--- config.mk ---
export PLATFORM = sky130hd
export DESIGN_NAME = line_vram_builder_flat
export DESIGN_NICKNAME = d
export VERILOG_FILES = /design/src/rtl/snake_pkg.sv /design/src/rtl/line_vram_builder_if.sv /design/src/rtl/line_vram_builder.sv /design/src/flat_wrapper.sv
export SDC_FILE = /design/constraint.sdc
export NUM_CORES = 1
export LEC_CHECK = 0
export ABC_AREA = 1
export BUFFER_PORTS_ARGS = -buffer_cell sky130_fd_sc_hd__buf_2
export CAP_MARGIN = 15
export CORE_MARGIN = 2
export CORE_UTILIZATION = 60
export CTS_BUF_LIST = sky130_fd_sc_hd__clkbuf_4
export DETAILED_ROUTE_END_ITERATION = 6
export PLACE_DENSITY_LB_ADDON = 0.15
export SYNTH_ARGS = -nofsm -noshare
export SYNTH_HDL_FRONTEND = slang
export SYNTH_SLANG_ARGS = --single-unit
export TNS_END_PERCENT = 20
--- constraint.sdc ---
create_clock -name clk_50MHz -period 5.11 [get_ports clk_50MHz]
set_input_delay 0.2555 -clock clk_50MHz [delete_from_list [all_inputs] [get_ports clk_50MHz]]
set_output_delay 0.2555 -clock clk_50MHz [all_outputs]
set_load 0.05 [all_outputs]
--- src/rtl/snake_pkg.sv ---
// ============================================================
// snake_pkg: grid geometry, cell/mode codes, line-builder FSM
// Revision: 1.0
// ============================================================
`default_nettype none

package snake_pkg;

  localparam int GRID_W    = 40;
  localparam int GRID_H    = 30;
  localparam int MAX_NODES = 16;
  localparam int LINE_W    = 2 * GRID_W;

  typedef enum logic [1:0] {
    CELL_EMPTY = 2'b00,
    CELL_WALL  = 2'b01,
    CELL_SNAKE = 2'b10,
    CELL_APPLE = 2'b11
  } cell_t;

  typedef enum logic [1:0] {
    MODE_IDLE = 2'b00,
    MODE_PLAY = 2'b01,
    MODE_OVER = 2'b10,
    MODE_RSVD = 2'b11
  } mode_t;

  typedef enum logic [1:0] {
    ST_IDLE    = 2'b00,
    ST_CLEAR   = 2'b01,
    ST_SCAN    = 2'b10,
    ST_PUBLISH = 2'b11
  } state_t;

  // Bit offset of cell x's pair inside a packed line
  function automatic logic [6:0] cell_lsb(input logic [5:0] x);
    return {x, 1'b0};
  endfunction

  function automatic logic on_grid(input logic [5:0] x, input logic [5:0] y);
    return (int'(x) < GRID_W) && (int'(y) < GRID_H);
  endfunction

endpackage

`default_nettype wire

--- src/rtl/line_vram_builder_if.sv ---
// ============================================================
// line_vram_builder_if: line request, game state and node bus
// Revision: 1.0
// ============================================================
`default_nettype none

interface line_vram_builder_if
  import snake_pkg::*;
();

  logic [5:0]                     y_pos;
  logic                           line_req;
  logic [1:0]                     mode;
  logic [$clog2(MAX_NODES)-1:0]   cubenum;
  logic [5:0]                     head_x;
  logic [5:0]                     head_y;
  logic [5:0]                     apple_x;
  logic [5:0]                     apple_y;
  logic [$clog2(MAX_NODES)-1:0]   node;
  logic [5:0]                     node_cube_x;
  logic [5:0]                     node_cube_y;
  logic [LINE_W-1:0]              Line_VRAM;
  logic                           line_busy;
  logic                           line_done;

  modport master (
    output y_pos, line_req, mode, cubenum, head_x, head_y, apple_x, apple_y,
    output node_cube_x, node_cube_y,
    input  node, Line_VRAM, line_busy, line_done
  );

  modport slave (
    input  y_pos, line_req, mode, cubenum, head_x, head_y, apple_x, apple_y,
    input  node_cube_x, node_cube_y,
    output node, Line_VRAM, line_busy, line_done
  );

endinterface

`default_nettype wire

--- src/rtl/line_vram_builder.sv ---
// ============================================================
// line_vram_builder: renders one grid row into a double-buffered line
// Revision: 1.0
// ============================================================
`default_nettype none

module line_vram_builder
  import snake_pkg::*;
(
  input  logic              clk_50MHz,
  input  logic              rst,
  line_vram_builder_if.slave bus
);

  state_t            state;
  state_t            state_nxt;
  logic [5:0]        row;
  mode_t             mode_l;
  logic [3:0]        len;
  logic [5:0]        head_x_l;
  logic [5:0]        head_y_l;
  logic [5:0]        apple_x_l;
  logic [5:0]        apple_y_l;
  logic [3:0]        cnt;
  logic [LINE_W-1:0] work;
  logic [LINE_W-1:0] vram;
  logic [LINE_W-1:0] clear_line;
  logic [3:0]        node_idx;
  logic              busy;
  logic              done;

  assign bus.node      = node_idx;
  assign bus.Line_VRAM = vram;
  assign bus.line_busy = busy;
  assign bus.line_done = done;

  always_ff @(posedge clk_50MHz) begin
    if (rst) begin
      state <= ST_IDLE;
    end else begin
      state <= state_nxt;
    end
  end

  // SCAN spends L cycles issuing node indices plus one to absorb the last read
  always_comb begin
    state_nxt = state;
    busy      = 1'b1;
    done      = 1'b0;
    node_idx  = '0;
    case (state)
      ST_IDLE: begin
        busy = 1'b0;
        if (bus.line_req) state_nxt = ST_CLEAR;
      end
      ST_CLEAR: state_nxt = ST_SCAN;
      ST_SCAN: begin
        if (cnt != len) node_idx = cnt;
        else            state_nxt = ST_PUBLISH;
      end
      ST_PUBLISH: begin
        done      = 1'b1;
        state_nxt = ST_IDLE;
      end
      default: state_nxt = ST_IDLE;
    endcase
  end

  // Background row: walls, then apple, then head (later writes win)
  always_comb begin
    clear_line = '0;
    if (int'(row) < GRID_H) begin
      for (int x = 0; x < GRID_W; x++) begin
        if (row == 6'd0 || row == 6'(GRID_H - 1) || x == 0 || x == GRID_W - 1)
          clear_line[2*x +: 2] = CELL_WALL;
      end
      if (mode_l != MODE_IDLE) begin
        if (on_grid(apple_x_l, apple_y_l) && apple_y_l == row)
          clear_line[cell_lsb(apple_x_l) +: 2] = CELL_APPLE;
        if (on_grid(head_x_l, head_y_l) && head_y_l == row)
          clear_line[cell_lsb(head_x_l) +: 2] = CELL_SNAKE;
      end
    end
  end

  always_ff @(posedge clk_50MHz) begin
    if (rst) begin
      row       <= '0;
      mode_l    <= MODE_IDLE;
      len       <= '0;
      head_x_l  <= '0;
      head_y_l  <= '0;
      apple_x_l <= '0;
      apple_y_l <= '0;
      cnt       <= '0;
      work      <= '0;
      vram      <= '0;
    end else begin
      case (state)
        ST_IDLE: begin
          if (bus.line_req) begin
            row       <= bus.y_pos;
            mode_l    <= mode_t'(bus.mode);
            len       <= bus.cubenum;
            head_x_l  <= bus.head_x;
            head_y_l  <= bus.head_y;
            apple_x_l <= bus.apple_x;
            apple_y_l <= bus.apple_y;
          end
        end
        ST_CLEAR: begin
          work <= clear_line;
          cnt  <= '0;
        end
        ST_SCAN: begin
          if (cnt != len) cnt <= cnt + 4'd1;
          // node_cube_* now reflects the index issued on the previous cycle
          if (cnt != 4'd0 && mode_l != MODE_IDLE &&
              on_grid(bus.node_cube_x, bus.node_cube_y) && bus.node_cube_y == row)
            work[cell_lsb(bus.node_cube_x) +: 2] <= CELL_SNAKE;
        end
        ST_PUBLISH: vram <= work;
        default: ;
      endcase
    end
  end

endmodule

`default_nettype wire

--- src/flat_wrapper.sv ---
// flat-port wrapper written by rule: the top's interface ports become plain ports
module line_vram_builder_flat import snake_pkg::*;
  (clk_50MHz, rst, bus_y_pos, bus_line_req, bus_mode, bus_cubenum, bus_head_x, bus_head_y, bus_apple_x, bus_apple_y, bus_node_cube_x, bus_node_cube_y, bus_node, bus_Line_VRAM, bus_line_busy, bus_line_done);
  line_vram_builder_if bus_i ();
  input  logic clk_50MHz;
  input  logic rst;
  input wire logic [$bits(bus_i.y_pos)-1:0] bus_y_pos;
  input wire logic [$bits(bus_i.line_req)-1:0] bus_line_req;
  input wire logic [$bits(bus_i.mode)-1:0] bus_mode;
  input wire logic [$bits(bus_i.cubenum)-1:0] bus_cubenum;
  input wire logic [$bits(bus_i.head_x)-1:0] bus_head_x;
  input wire logic [$bits(bus_i.head_y)-1:0] bus_head_y;
  input wire logic [$bits(bus_i.apple_x)-1:0] bus_apple_x;
  input wire logic [$bits(bus_i.apple_y)-1:0] bus_apple_y;
  input wire logic [$bits(bus_i.node_cube_x)-1:0] bus_node_cube_x;
  input wire logic [$bits(bus_i.node_cube_y)-1:0] bus_node_cube_y;
  output wire logic [$bits(bus_i.node)-1:0] bus_node;
  output wire logic [$bits(bus_i.Line_VRAM)-1:0] bus_Line_VRAM;
  output wire logic [$bits(bus_i.line_busy)-1:0] bus_line_busy;
  output wire logic [$bits(bus_i.line_done)-1:0] bus_line_done;
  assign bus_i.y_pos = bus_y_pos;
  assign bus_i.line_req = bus_line_req;
  assign bus_i.mode = bus_mode;
  assign bus_i.cubenum = bus_cubenum;
  assign bus_i.head_x = bus_head_x;
  assign bus_i.head_y = bus_head_y;
  assign bus_i.apple_x = bus_apple_x;
  assign bus_i.apple_y = bus_apple_y;
  assign bus_i.node_cube_x = bus_node_cube_x;
  assign bus_i.node_cube_y = bus_node_cube_y;
  assign bus_node = bus_i.node;
  assign bus_Line_VRAM = bus_i.Line_VRAM;
  assign bus_line_busy = bus_i.line_busy;
  assign bus_line_done = bus_i.line_done;
  line_vram_builder u_core (.clk_50MHz(clk_50MHz), .rst(rst), .bus(bus_i));
endmodule
==> results list, run 1 <==
- The run finished with clean final reports.
- Worst stage delay on the critical path: 0.43 ns
* Count of placed standard cells in the final layout, fillers left out: 2,033
- Cells with a size suffix above 1 make up 17.8% of the layout.
* Max IR drop VDD: 0.000366 V
* H-tree lvl count: 2
- Routability-driven placement finished with a final weighted congestion of 1.04.
* Transition time of the tightest slew-check pin: 1.07 ns
- The clock arrives with 0.0562 ns of skew.
- Total Die Area: 0.0187 sq mm
* TritonCTS clock tree: yes
* Wire length of the first global-routing pass: 51.3 mm
- Once layout is done, the placed cells without fillers occupy 0.0122 sq mm.
- Summed over all layers, the global routing overflow is 0.
- Of the available clock period, the critical path in the final layout requires 58.8%.
- The tool flagged a number of max-cap violations equal to 0.
* Detail Route Antenna Nets: 0
- Post-CTS clock slew at the launch and capture registers of the worst setup and hold paths: 0.07 ns
- Post-synthesis instance area: 0.0106 sq mm
- Reg2Reg Setup Slack: 2.11 ns
- In the final layout, flip-flops and latches occupy 0.00404 sq mm.
* Placed inst area: 0.0112 sq mm
- Leading post-synthesis cells by cell area: sky130_fd_sc_hd__dfxtp_1 (38%), sky130_fd_sc_hd__nand2_1 (15%), sky130_fd_sc_hd__nor2_1 (8.7%)
- Number of cell rows: 48
* Reported leakage power: 5.90 nW
* Crit. End Element: register
* Final Hold Violating Endpoints: 0
* Finished Core Util: 70.9%
- RSZ-0062 raised after global routing: false
- Endpoint with the worst hold slack: u_core.state[1]$_SDFFE_PP0P_
* Synth Net Count: 1,690
- From bottom edge to top edge, the die measures 137 um.
- Filler cells: 1,538
- Counting cells, the worst reg-to-reg path comes to 14.
* WHS Path Cells: 3
- On the final layout, the worst hold slack is 0.0880 ns.
* Hold Path Origin: bus_line_req
* Most common cell after layout, fill and taps aside: sky130_fd_sc_hd__nand2_1
* Synthesized flop and latch total: 202
- Number of buffers inserted during clock tree synthesis: 52
- Buffers plus inverters on the worst setup path: 4
* Worst-case headroom to the max-slew limit: 28.3%
* Number of warnings issued by yosys: 0
- Derived from the worst setup path, the maximum achievable clock frequency is 0.333 GHz.
- Counting I/O delays and the setup requirement, the final critical path takes 3.00 ns.
- Io pins: 137
- The clock net in this run drives a total of 202 sinks.
* Maximum clock path buffer count: 3
- Port bufs: 136
* DR iter-0 viols: 1,035
- After detailed routing, the number of remaining DRC violations is 0.
* Post-layout total power: 7.17 mW
- Once the clock tree was built, the setup fixing pass inserted 0 buffers.
- HPWL after detailed placement: 23.0 mm
- CP max-delay cell: sky130_fd_sc_hd__nor2_4
- The cell count after synthesis came out at 1,623.
- Of all nets on the critical path, the largest fanout is 42.
- In the final layout, the multi-input gates occupy 0.00561 sq mm.
- Placeable core region: 0.0172 sq mm
* Aggregate global-route resource usage: 34.8%
- Place WS: 2.24 ns
- Routed len/inst: 16.3 um
- Setup total negative slack on the finished layout was measured at 0 ns.
* Capture instance of the worst register-to-register path: u_core.work[52]$_SDFFE_PP0P_
- Synthesis instantiated 40 different standard cells from the library.
- The number of global-route vias before repair was 10,000.
* Syn Area/Cell: 6.51 sq um
* Post-detailed-routing wire length: 33.2 mm
- Width of the chip: 137 um
* Class of the most critical setup path: reg -> reg
- The critical path goes through inv_1 -> ha_1 -> buf_4 -> inv_2 -> nor2_1 -> nand3_1 -> nor2_1 -> nand3_1 -> nand2_2 -> nand2_2 -> nor2_4 -> buf_12 -> nand2_1 -> a21oi_1.
* Critical Path AT: 3.59 ns
* Setup violation total in the final timing report: 0
* Number of antenna violations at the first check in global routing: 1
- Highest-count cells in the layout ignoring fill and taps: sky130_fd_sc_hd__nand2_1 (411), sky130_fd_sc_hd__nor2_1 (243), sky130_fd_sc_hd__dfxtp_1 (202), sky130_fd_sc_hd__o21ai_0 (162), sky130_fd_sc_hd__buf_2 (136)
- Counting tap cells, the placed design contains a total of 1,903 instances.
- Share of Yosys cell area claimed by the top area cell type: 38.3%
- The number of max-slew violations in the final report is 0.
- Latest clock arrival within the worst-skew pair: 0.68 ns
- In the routed layout, each cell is associated on average with a via count of 5.54.
- Required time at the worst-slack endpoint: 5.70 ns
* Element type at the critical path start: register
- Relative to the synthesized area, the layout overhead comes to 15.6%.
- CP top delay family: simple AND/OR/NAND/NOR gates
- Yosys top cell by area: sky130_fd_sc_hd__dfxtp_1
- For this run, the register share of the synthesized area comes to 38.3%.
- In this run the power density over the cells is 587 mW/mm^2.
* Startpoint of the worst-slack reg-to-reg timing path: u_core.state[0]$_SDFFE_PP0P_
- The first detailed-routing pass took 6 iterations.
* Largest net degree at the start of global routing: 83
* Cell chosen for the clock root: sky130_fd_sc_hd__clkbuf_4
- The initial utilization of the core area, before any placement, comes to 61.3%.
- Total vias in the final route: 11,300
* Final #Nets: 1,837
- Final worst setup slack: 2.11 ns
- Type of the worst min-delay path: in -> reg
## report_power, final
| group | internal (mW) | leakage (nW) | total (mW) | switching [mW] |
|---|---|---|---|---|
| Sequential | 2.00 | 1.65 | 2.25 | 0.253 |
| Combinational | 0.925 | 3.88 | 3.62 | 2.70 |
| Clock | 0.632 | 0.369 | 1.30 | 0.669 |
| Total | 3.55 | 5.90 | 7.17 | 3.62 |
## worst register-to-register path: stages (launching register included)
cell                      delay, ns
sky130_fd_sc_hd__dfxtp_1       0.33
sky130_fd_sc_hd__inv_1         0.13
sky130_fd_sc_hd__ha_1          0.16
sky130_fd_sc_hd__buf_4         0.36
sky130_fd_sc_hd__inv_2         0.13
sky130_fd_sc_hd__nor2_1        0.10
sky130_fd_sc_hd__nand3_1       0.08
sky130_fd_sc_hd__nor2_1        0.14
sky130_fd_sc_hd__nand3_1       0.11
sky130_fd_sc_hd__nand2_2       0.29
sky130_fd_sc_hd__nand2_2       0.15
sky130_fd_sc_hd__nor2_4        0.43
sky130_fd_sc_hd__buf_12        0.26
sky130_fd_sc_hd__nand2_1       0.11
sky130_fd_sc_hd__a21oi_1       0.14
## how the worst max path moves through the flow
stage / slack, ns / startpoint / depth (start not counted) / endpoint
5_1_grt: 1.89 / u_core.state[0]$_SDFFE_PP0P_ / 14 / u_core.work[52]$_SDFFE_PP0P_
6_report: 2.11 / u_core.state[0]$_SDFFE_PP0P_ / 14 / u_core.work[52]$_SDFFE_PP0P_
2_1_floorplan: 2.98 / u_core.state[0]$_SDFFE_PP0P_ / 5 / bus_node[0]
3_3_place_gp: 2.42 / u_core.state[0]$_SDFFE_PP0P_ / 14 / u_core.work[44]$_SDFFE_PP0P_
3_5_place_dp: 2.24 / u_core.state[0]$_SDFFE_PP0P_ / 14 / u_core.work[50]$_SDFFE_PP0P_
4_1_cts: 2.18 / u_core.state[0]$_SDFFE_PP0P_ / 14 / u_core.work[52]$_SDFFE_PP0P_
## repair_timing
item | 4_1_cts | 5_1_grt
setup endpoints to repair | 0 | 0
resized for setup | 0 | 0
hold buffers | 37 | 0
hold endpoints to repair | 37 | 0
## area by class of cell
class / count / area share (%)
antenna: 1 / 0.0205
clock buffer: 69 / 4.24
clock inverter: 22 / 0.758
inverter: 132 / 4.10
multi-input combinational: 1197 / 45.9
sequential: 202 / 33.1
tap: 225 / 2.30
timing repair buffer: 185 / 9.61
## per-layer routing
| metal | global-route usage [%] | part of all wire, % | vias up |
|---|---|---|---|
| met4 | 15.2 | 4.0 | 0 |
| met5 | 0 | 0 | - |
| li1 | - | - | 5530 |
| met3 | 5.85 | 7.6 | 83 |
| met2 | 56.1 | 46 | 508 |
| met1 | 46.0 | 43 | 5150 |
## state kept, by name (all words and copies together), names as in the netlist, 6 cells and up
register	cells
u_core.bus.Line_VRAM	80
u_core.head_y_l	6
u_core.apple_x_l	6
u_core.apple_y_l	6
u_core.work	80
u_core.row	6
u_core.head_x_l	6
## cell families after synthesis
logic type,synth area share (%)
buffers and inverters,8.85
xor gates and xnor gates,0.651
DFF,38.3
and+or+nand+nor,33.7
AOI/OAI and AO/OA,16.6
adders and majority gates,1.89
## synth_stat cells, drive strengths merged
| cell | n |
|---|---|
| a211oi | 1 |
| a21oi | 148 |
| a31oi | 1 |
| and2 | 1 |
| buf | 26 |
| clkbuf | 66 |
| clkinv | 1 |
| dfxtp | 202 |
| ha | 16 |
| inv | 131 |
| nand2 | 440 |
| nand3 | 100 |
| nand4 | 17 |
| nor2 | 256 |
| nor3 | 28 |
| o21ai | 178 |
| o22ai | 1 |
| o311a | 1 |
| o31ai | 1 |
| or2 | 1 |
| xnor2 | 3 |
| xor2 | 4 |
(Power assumes the default switching activity.)
==> run 2, diff against run 1 <==
CORE_UTILIZATION = 54   (was 60)
clock period = 2.55 ns   (was 5.11 ns; I/O delays follow)
==> run 2 against run 1 <==
- combinational power rose by 100%
- clock skew fell by 0.0079 ns
- die area rose by 11%
- final cell count rose by 3.3%
- global-route usage fell by 2.9 points
- clock power rose by 110%
- routed wire length fell by 1.0%
- core utilization fell by 6.1 points
- hold slack got worse by 0.068 ns
- clock-buffer cell count rose by 8
- largest cell class unchanged
==> results list, run 2 (synthesis gave the netlist of run 1 again) <==
- The reg-to-reg startpoint is u_core.head_x_l[0]$_SDFFE_PP0P_ (was u_core.state[0]$_SDFFE_PP0P_).
- Latest clock arrival within the worst-skew pair: 0.68 ns (about the same)
- Placeable core region: 0.0193 sq mm (was 0.0172 sq mm)
* Port bufs: 136 (unchanged)
- The area of all sequential standard cells came to 0.00404 sq mm (unchanged).
- DR iter-0 viols: 900 (was 1,035)
* Via density: 5.35 (was 5.54)
- Worst stage delay on the critical path: 0.40 ns (was 0.43 ns)
- The hold violation count in the final report was 0 (unchanged).
- Highest-count cells in the layout ignoring fill and taps: sky130_fd_sc_hd__nand2_1 (411), sky130_fd_sc_hd__nor2_1 (240), sky130_fd_sc_hd__dfxtp_1 (202), sky130_fd_sc_hd__o21ai_0 (161), sky130_fd_sc_hd__buf_2 (136) (was sky130_fd_sc_hd__nand2_1 (411), sky130_fd_sc_hd__nor2_1 (243), sky130_fd_sc_hd__dfxtp_1 (202), sky130_fd_sc_hd__o21ai_0 (162), sky130_fd_sc_hd__buf_2 (136))
* CP max-delay cell: sky130_fd_sc_hd__nor2_4 (unchanged)
- Detail Route Antenna Nets: 0 (unchanged)
- Total stage count of the critical path: 13 (was 14)
* Finished Core Util: 64.8% (was 70.9%)
* Starting Density: 54.7% (was 61.3%)
- H-tree lvl count: 2 (unchanged)
* Buffers plus inverters on the worst setup path: 3 (was 4)
* Wire length of the first global-routing pass: 52.5 mm (was 51.3 mm)
- CP top delay family: simple AND/OR/NAND/NOR gates (unchanged)
- The power per cell area came to 1170 mW/mm^2 (was 587 mW/mm^2).
- The post-CTS setup buffer count came to 0 (unchanged).
- The sort of element at the start of the critical path is a register (unchanged).
- The pin slew with the least headroom to its limit was 0.775 ns (was 1.07 ns).
- The layout overhead on the synthesized area is 18.6% (was 15.6%).
- The number of nets in the final layout is 1,863 (was 1,837).
- The number of max-slew violations in the final report came to 0 (unchanged).
- The number of global-route vias before repair is 10,300 (was 10,000).
- The number of filler cells placed in the layout was 1,895 (was 1,538).
- Largest net degree at the start of global routing: 92 (was 83)
* Cell chosen for the clock root: sky130_fd_sc_hd__clkbuf_4 (unchanged)
- The post-detailed-route wirelength per cell was 15.6 um (was 16.3 um).
* DRC errors left: 0 (unchanged)
* Shortest period the worst path allows: 2.33 ns (was 3.00 ns)
- Critical path origin: u_core.head_x_l[0]$_SDFFE_PP0P_ (was u_core.state[0]$_SDFFE_PP0P_)
* Class of the most critical setup path: reg -> reg (unchanged)
- Weighted congestion at the end of routability-driven global placement: 0.996 (was 1.04)
- Required time at the worst-slack endpoint: 3.04 ns (was 5.70 ns)
* Setup violation total in the final timing report: 0 (unchanged)
- Leftover overflow at the end of global routing: 0 (unchanged)
* RSZ-0062 raised after global routing: false (unchanged)
- The maximum resistive drop on vdd came to 0.000557 V (was 0.000366 V).
* Most prevalent standard cell on the critical path: sky130_fd_sc_hd__nand2_1
- WHS Path Cells: 5 (was 3)
* Reported leakage power: 6.04 nW (was 5.90 nW)
- CP cell instances: inv_2 -> ha_1 -> inv_1 -> nor2_1 -> nand3_1 -> nand2_1 -> inv_1 -> nor2_4 -> nand4_1 -> nand2_1 -> nand2_1 -> nand2_1 -> a21oi_1 (was inv_1 -> ha_1 -> buf_4 -> inv_2 -> nor2_1 -> nand3_1 -> nor2_1 -> nand3_1 -> nand2_2 -> nand2_2 -> nor2_4 -> buf_12 -> nand2_1 -> a21oi_1)
- Critical Path AT: 2.82 ns (was 3.59 ns)
* Vertical extent of the die: 144 um (was 137 um)
- Crit. End Element: register (unchanged)
- The highest attainable clock frequency came to 0.429 GHz (was 0.333 GHz).
- TritonCTS clock tree: yes (unchanged)
- The clock transition at the registers of the reported paths came to 0.06 ns (was 0.07 ns).
* Status: complete, no violations (unchanged)
* Clock skew after layout: 0.0483 ns (was 0.0562 ns)
- The number of clock sinks was 202 (unchanged).
- Total Die Area: 0.0207 sq mm (was 0.0187 sq mm)
- The width of the die was 144 um (was 137 um).
- Number of cell rows: 51 (was 48)
- The total routing resource utilization after global routing is 31.9% (was 34.8%).
* Hold Path Origin: rst (was bus_line_req)
* Number of buffers inserted during clock tree synthesis: 54 (was 52)
* Layout cell share with drive strength beyond 1: 19.5% (was 17.8%)
- The initial antenna violation count was 1 (unchanged).
- The via count of the routed design is 11,200 (was 11,300).
- HPWL after detailed placement: 23.1 mm (was 23.0 mm)
* Io pins: 137 (unchanged)
- First-pass iteration count of the detailed router: 7 (was 6)
* Worst reg-to-reg path cell count: 13 (was 14)
* Placed inst area: 0.0115 sq mm (was 0.0112 sq mm)
- Final Cycle Share: 91.3% (was 58.8%)
* Finished layout cell area: 0.0125 sq mm (was 0.0122 sq mm)
- Worst-case headroom to the max-slew limit: 48.3% (was 28.3%)
- The number of maximum-capacitance constraint violations was 0 (unchanged).
- Maximum clock path buffer count: 3 (unchanged)
- The leading cell type in the layout, fill and taps excluded is sky130_fd_sc_hd__nand2_1 (unchanged).
- The footprint of the multi-input gates was 0.00562 sq mm (was 0.00561 sq mm).
* CP max FO: 16 (was 42)
- Type of the worst min-delay path: in -> reg (unchanged)
- The total wire length was 32.8 mm (was 33.2 mm).
run 2: per-layer routing:
metal  track usage, %  vias to the layer above  share of wire [%]
li1                 -                     5603                  -
met1             40.3                     5073                 43
met2             52.8                      458                 46
met3             6.33                      102                7.0
met4             14.6                        0                4.3
met5                0                        -                  0
run 2: final timing paths:
check,to,slack [ns]
hold / removal,u_core.work[21]$_SDFFE_PP0P_,0.02
setup / recovery,u_core.work[50]$_SDFFE_PP0P_,0.22
hold reg to reg,u_core.bus.Line_VRAM[27]$_SDFFE_PP0P_,0.45
setup reg to reg,u_core.work[50]$_SDFFE_PP0P_,0.22
run 2: final cells by class:
cell class,count,area share (%)
Tap cell,265,2.65
Antenna cell,1,0.0200
Multi-Input combinational cell,1197,44.8
Clock buffer,77,4.61
Sequential cell,202,32.3
Inverter,132,3.99
Timing Repair Buffer,209,11.1
Clock inverter,18,0.599
run 2: metrics by stage:
stage	hold slack (ns)	total power, mW	setup TNS [ns]	worst slack [ns]	instances
6_report	0.0195	14.6	0	0.222	2101
5_1_grt	0.0347	15.7	0	0.0411	2101
4_1_cts	0.0103	14.5	-0.272	-0.0544	2099
3_5_place_dp	0.381	11.7	-2.01	-0.119	1967
3_3_place_gp	0.377	11.7	0	0.0148	1967
2_1_floorplan	0.294	9.84	0	0.430	1623
run 2: timing repair:
action,in CTS,in global routing
endpoints found under the setup margin,35,19
hold buffers,37,0
pin swaps,3,1
endpoints found under the hold margin,37,0
resized for setup,2,6
run 2: power breakdown:
group / leakage, nW / total (mW) / switching [mW] / internal, mW
registers: 1.65 / 4.49 / 0.486 / 4.00
logic: 4.00 / 7.41 / 5.38 / 2.03
clock network: 0.391 / 2.71 / 1.33 / 1.39
run 2: worst min-delay path: cells and delay by family:
family	cells	cell delay, ns
buffers and inverters	3	0.36
and+or+nand+nor	1	0.10
AOI/OAI and AO/OA	1	0.03
==> run 3, diff against run 2 <==
CELL_PAD_IN_SITES_DETAIL_PLACEMENT = 1   (was default)
CELL_PAD_IN_SITES_GLOBAL_PLACEMENT = 2   (was default)
CORE_UTILIZATION = 33   (was 54)
clock period = 2.64 ns   (was 2.55 ns; I/O delays follow)
==> run 3 against run 2 <==
- fmax fell by 2.5%
- largest cell class unchanged
- sequential cell count did not move
- non-clock buffer count fell by 1
- design area rose by 2.1%
- via count fell by 1.0%
- die area rose by 62%
==> results list, run 3 (synthesis gave the netlist of run 1 again) <==
* Via density: 4.94 (was 5.35)
- DR iter-0 viols: 540 (was 900)
- The number of port buffers was 136 (unchanged).
- Max Slew Vio Count: 0 (unchanged)
- Most common cell after layout, fill and taps aside: sky130_fd_sc_hd__nand2_1 (unchanged)
* Reported leakage power: 6.11 nW (was 6.04 nW)
- The power per cell area came to 1150 mW/mm^2 (was 1170 mW/mm^2).
- The width of the die came to 183 um (was 144 um).
* First-pass iteration count of the detailed router: 5 (was 7)
- Weighted congestion at the end of routability-driven global placement: 0.929 (was 0.996)
- Number of buffers inserted during clock tree synthesis: 60 (was 54)
* Routed len/inst: 17.3 um (was 15.6 um)
* Count of placed standard cells in the final layout, fillers left out: 2,254 (was 2,101)
* Layout cell share with drive strength beyond 1: 19.8% (was 19.5%)
* Worst stage delay on the critical path: 0.41 ns (was 0.40 ns)
* Cell chosen for the clock root: sky130_fd_sc_hd__clkbuf_4 (unchanged)
- Startpoint of the worst-slack reg-to-reg timing path: u_core.head_x_l[0]$_SDFFE_PP0P_ (unchanged)
* Required time at the worst-slack endpoint: 3.17 ns (was 3.04 ns)
- Shortest period the worst path allows: 2.39 ns (was 2.33 ns)
- The largest net degree at the start of global routing is 76 (was 92).
- CP cell instances: inv_2 -> ha_1 -> inv_1 -> nor2_1 -> nor2_1 -> inv_1 -> nor3_2 -> inv_1 -> nor2_1 -> nand3_1 -> nand2_1 -> nand2_1 -> nand2_2 -> a21oi_2 (was inv_2 -> ha_1 -> inv_1 -> nor2_1 -> nand3_1 -> nand2_1 -> inv_1 -> nor2_4 -> nand4_1 -> nand2_1 -> nand2_1 -> nand2_1 -> a21oi_1).
- Critical path origin: u_core.head_x_l[0]$_SDFFE_PP0P_ (unchanged)
* Final #Nets: 1,868 (was 1,863)
* Achievable clock frequency: 0.419 GHz (was 0.429 GHz)
* Capture instance of the worst register-to-register path: u_core.work[66]$_SDFFE_PP0P_ (was u_core.work[50]$_SDFFE_PP0P_)
- GRT met2 Usage: 37.4% (was 52.8%)
* Most Crowded Layer GR: met2 (unchanged)
- The post-route clock period utilization is 90.5% (was 91.3%).
- The sort of element at the start of the critical path is a register (unchanged).
* Cells after DPL: 2,104 (was 1,967)
- Post-detailed-routing wire length: 39.1 mm (was 32.8 mm)
- H-tree lvl count: 2 (unchanged)
- Placeable core region: 0.0316 sq mm (was 0.0193 sq mm)
- Transition time of the tightest slew-check pin: 0.857 ns (was 0.775 ns)
* Type of the worst min-delay path: in -> reg (unchanged)
- The count of cells along the worst hold path came to 3 (was 5).
- Critical Path AT: 2.92 ns (was 2.82 ns)
- Setup total negative slack: 0 ns (unchanged)
- Met3 Usage GRT: 3.28% (was 6.33%)
* Status: complete, no violations (unchanged)
* Reg2Reg Setup Slack: 0.25 ns (was 0.22 ns)
* Vertical extent of the die: 183 um (was 144 um)
- The effective utilization at floorplan was 33.5% (was 54.7%).
- The layout overhead on the synthesized area is 21.1% (was 18.6%).
- The highest-delay cell along the critical path is sky130_fd_sc_hd__dfxtp_1 (was sky130_fd_sc_hd__nor2_4).
- Max IR drop VDD: 0.000331 V (was 0.000557 V)
- CP max FO: 7 (was 16)
- Clock tree sinks: 202 (unchanged)
- RSZ-0062 raised after global routing: false (unchanged)
* Routing usage on met1: 32.2% (was 40.3%)
- The count of nets left with antenna violations after detail routing was 0 (unchanged).
- The setup-violating endpoint count in the final report is 0 (unchanged).
- Number of global-route vias before repair: 11,300 (was 10,300)
- The I/O pin count is 137 (unchanged).
* DRC errors left: 0 (unchanged)
* Maximum clock path buffer count: 3 (unchanged)
- The clock transition at the registers of the reported paths is 0.07 ns (was 0.06 ns).
- The die footprint was 0.0335 sq mm (was 0.0207 sq mm).
* Final Hold Violating Endpoints: 0 (unchanged)
- Number of antenna violations at the first check in global routing: 1 (unchanged)
- The total routing resource utilization after global routing is 23.4% (was 31.9%).
- Total of max-cap violations: 0 (unchanged)
- Total vias in the final route: 11,100 (was 11,200)
* Worst reg-to-reg path cell count: 14 (was 13)
* HPWL after detailed placement: 29.1 mm (was 23.1 mm)
* Crit. End Element: register (unchanged)
* Clock skew after layout: 0.0394 ns (was 0.0483 ns)
* Worst-case headroom to the max-slew limit: 42.8% (was 48.3%)
* Leftover overflow at the end of global routing: 0 (unchanged)
- The number of rows in the core area came to 65 (was 51).
* TritonCTS clock tree: yes (unchanged)
- Wire length of the first global-routing pass: 62.1 mm (was 52.5 mm)
- Highest-count cells in the layout ignoring fill and taps: sky130_fd_sc_hd__nand2_1 (411), sky130_fd_sc_hd__nor2_1 (242), sky130_fd_sc_hd__dfxtp_1 (202), sky130_fd_sc_hd__o21ai_0 (162), sky130_fd_sc_hd__buf_2 (136) (was sky130_fd_sc_hd__nand2_1 (411), sky130_fd_sc_hd__nor2_1 (240), sky130_fd_sc_hd__dfxtp_1 (202), sky130_fd_sc_hd__o21ai_0 (161), sky130_fd_sc_hd__buf_2 (136))
* Endpoint with the worst hold slack: u_core.cnt[1]$_SDFFE_PP0P_ (was u_core.work[21]$_SDFFE_PP0P_)
- Latest clock arrival within the worst-skew pair: 0.70 ns (was 0.68 ns)
* Class of the most critical setup path: reg -> reg (unchanged)
- Hold Path Origin: rst (unchanged)
run 3: cell types whose count changed in the layout (fill, tap and decap cells not counted), sizes merged:
cell | previous run | this run
clkbuf | 77 | 91
clkinv | 18 | 22
buf | 172 | 171
inv | 131 | 130
run 3: how the worst max path moves through the flow:
stage | to | slack [ns]
4_1_cts | u_core.work[66]$_SDFFE_PP0P_ | 0.16
2_1_floorplan | u_core.cnt[0]$_SDFFE_PP0P_ | 0.52
6_report | u_core.work[66]$_SDFFE_PP0P_ | 0.25
3_5_place_dp | u_core.work[66]$_SDFFE_PP0P_ | 0.19
3_3_place_gp | u_core.work[34]$_SDFFE_PP0P_ | 0.34
5_1_grt | u_core.work[66]$_SDFFE_PP0P_ | 0.01
run 3: what timing repair did:
action | in CTS | in global routing
setup endpoints to repair | 0 | 5
hold endpoints to repair | 38 | 0
resized for setup | 0 | 2
setup buffers | 0 | 0
hold buffers | 37 | 0
run 3: report_power, final:
| part | internal, mW | switching [mW] |
|---|---|---|
| logic | 1.99 | 5.35 |
| clock network | 1.57 | 1.39 |
| registers | 3.87 | 0.505 |
| total | 7.43 | 7.24 |
run 3: final cells by class:
type                            instances  area, sq um
Fill cell                            4170        18800
Multi-Input combinational cell       1197         5610
Sequential cell                       202         4040
Timing Repair Buffer                  208         1380
Clock buffer                           91          683
Tap cell                              402          503
Inverter                              132          500
Clock inverter                         21         86.3
Antenna cell                            1         2.50
run 3: worst max-delay path, delay by kind of cell, from the launching register on:
kind | cells | cell delay [ns]
simple gates | 8 | 1.16
compound gates | 1 | 0.05
flops | 1 | 0.41
buf+inv | 4 | 0.37
fa+ha+maj | 1 | 0.24
run 3: metal layers:
metal	wire (um)	part of all wire [%]	up-vias
met1	18900	48	5187
met3	1650	4.2	75
met4	1230	3.1	0
met2	17300	44	246
li1	-	-	5616
met5	0	0	-
run 3: through the flow:
stage          hold WS [ns]  utilization, %  power [mW]  cell area [sq um]  setup slack (ns)
6_report              0.145            40.6        14.7              12800             0.251
5_1_grt               0.148            40.6        15.9              12800            0.0146
2_1_floorplan         0.299               -        9.50              10600             0.520
3_3_place_gp          0.392            36.9        11.6              11700             0.342
4_1_cts               0.113            40.5        14.8              12800             0.163
3_5_place_dp          0.396            36.9        11.7              11700             0.189
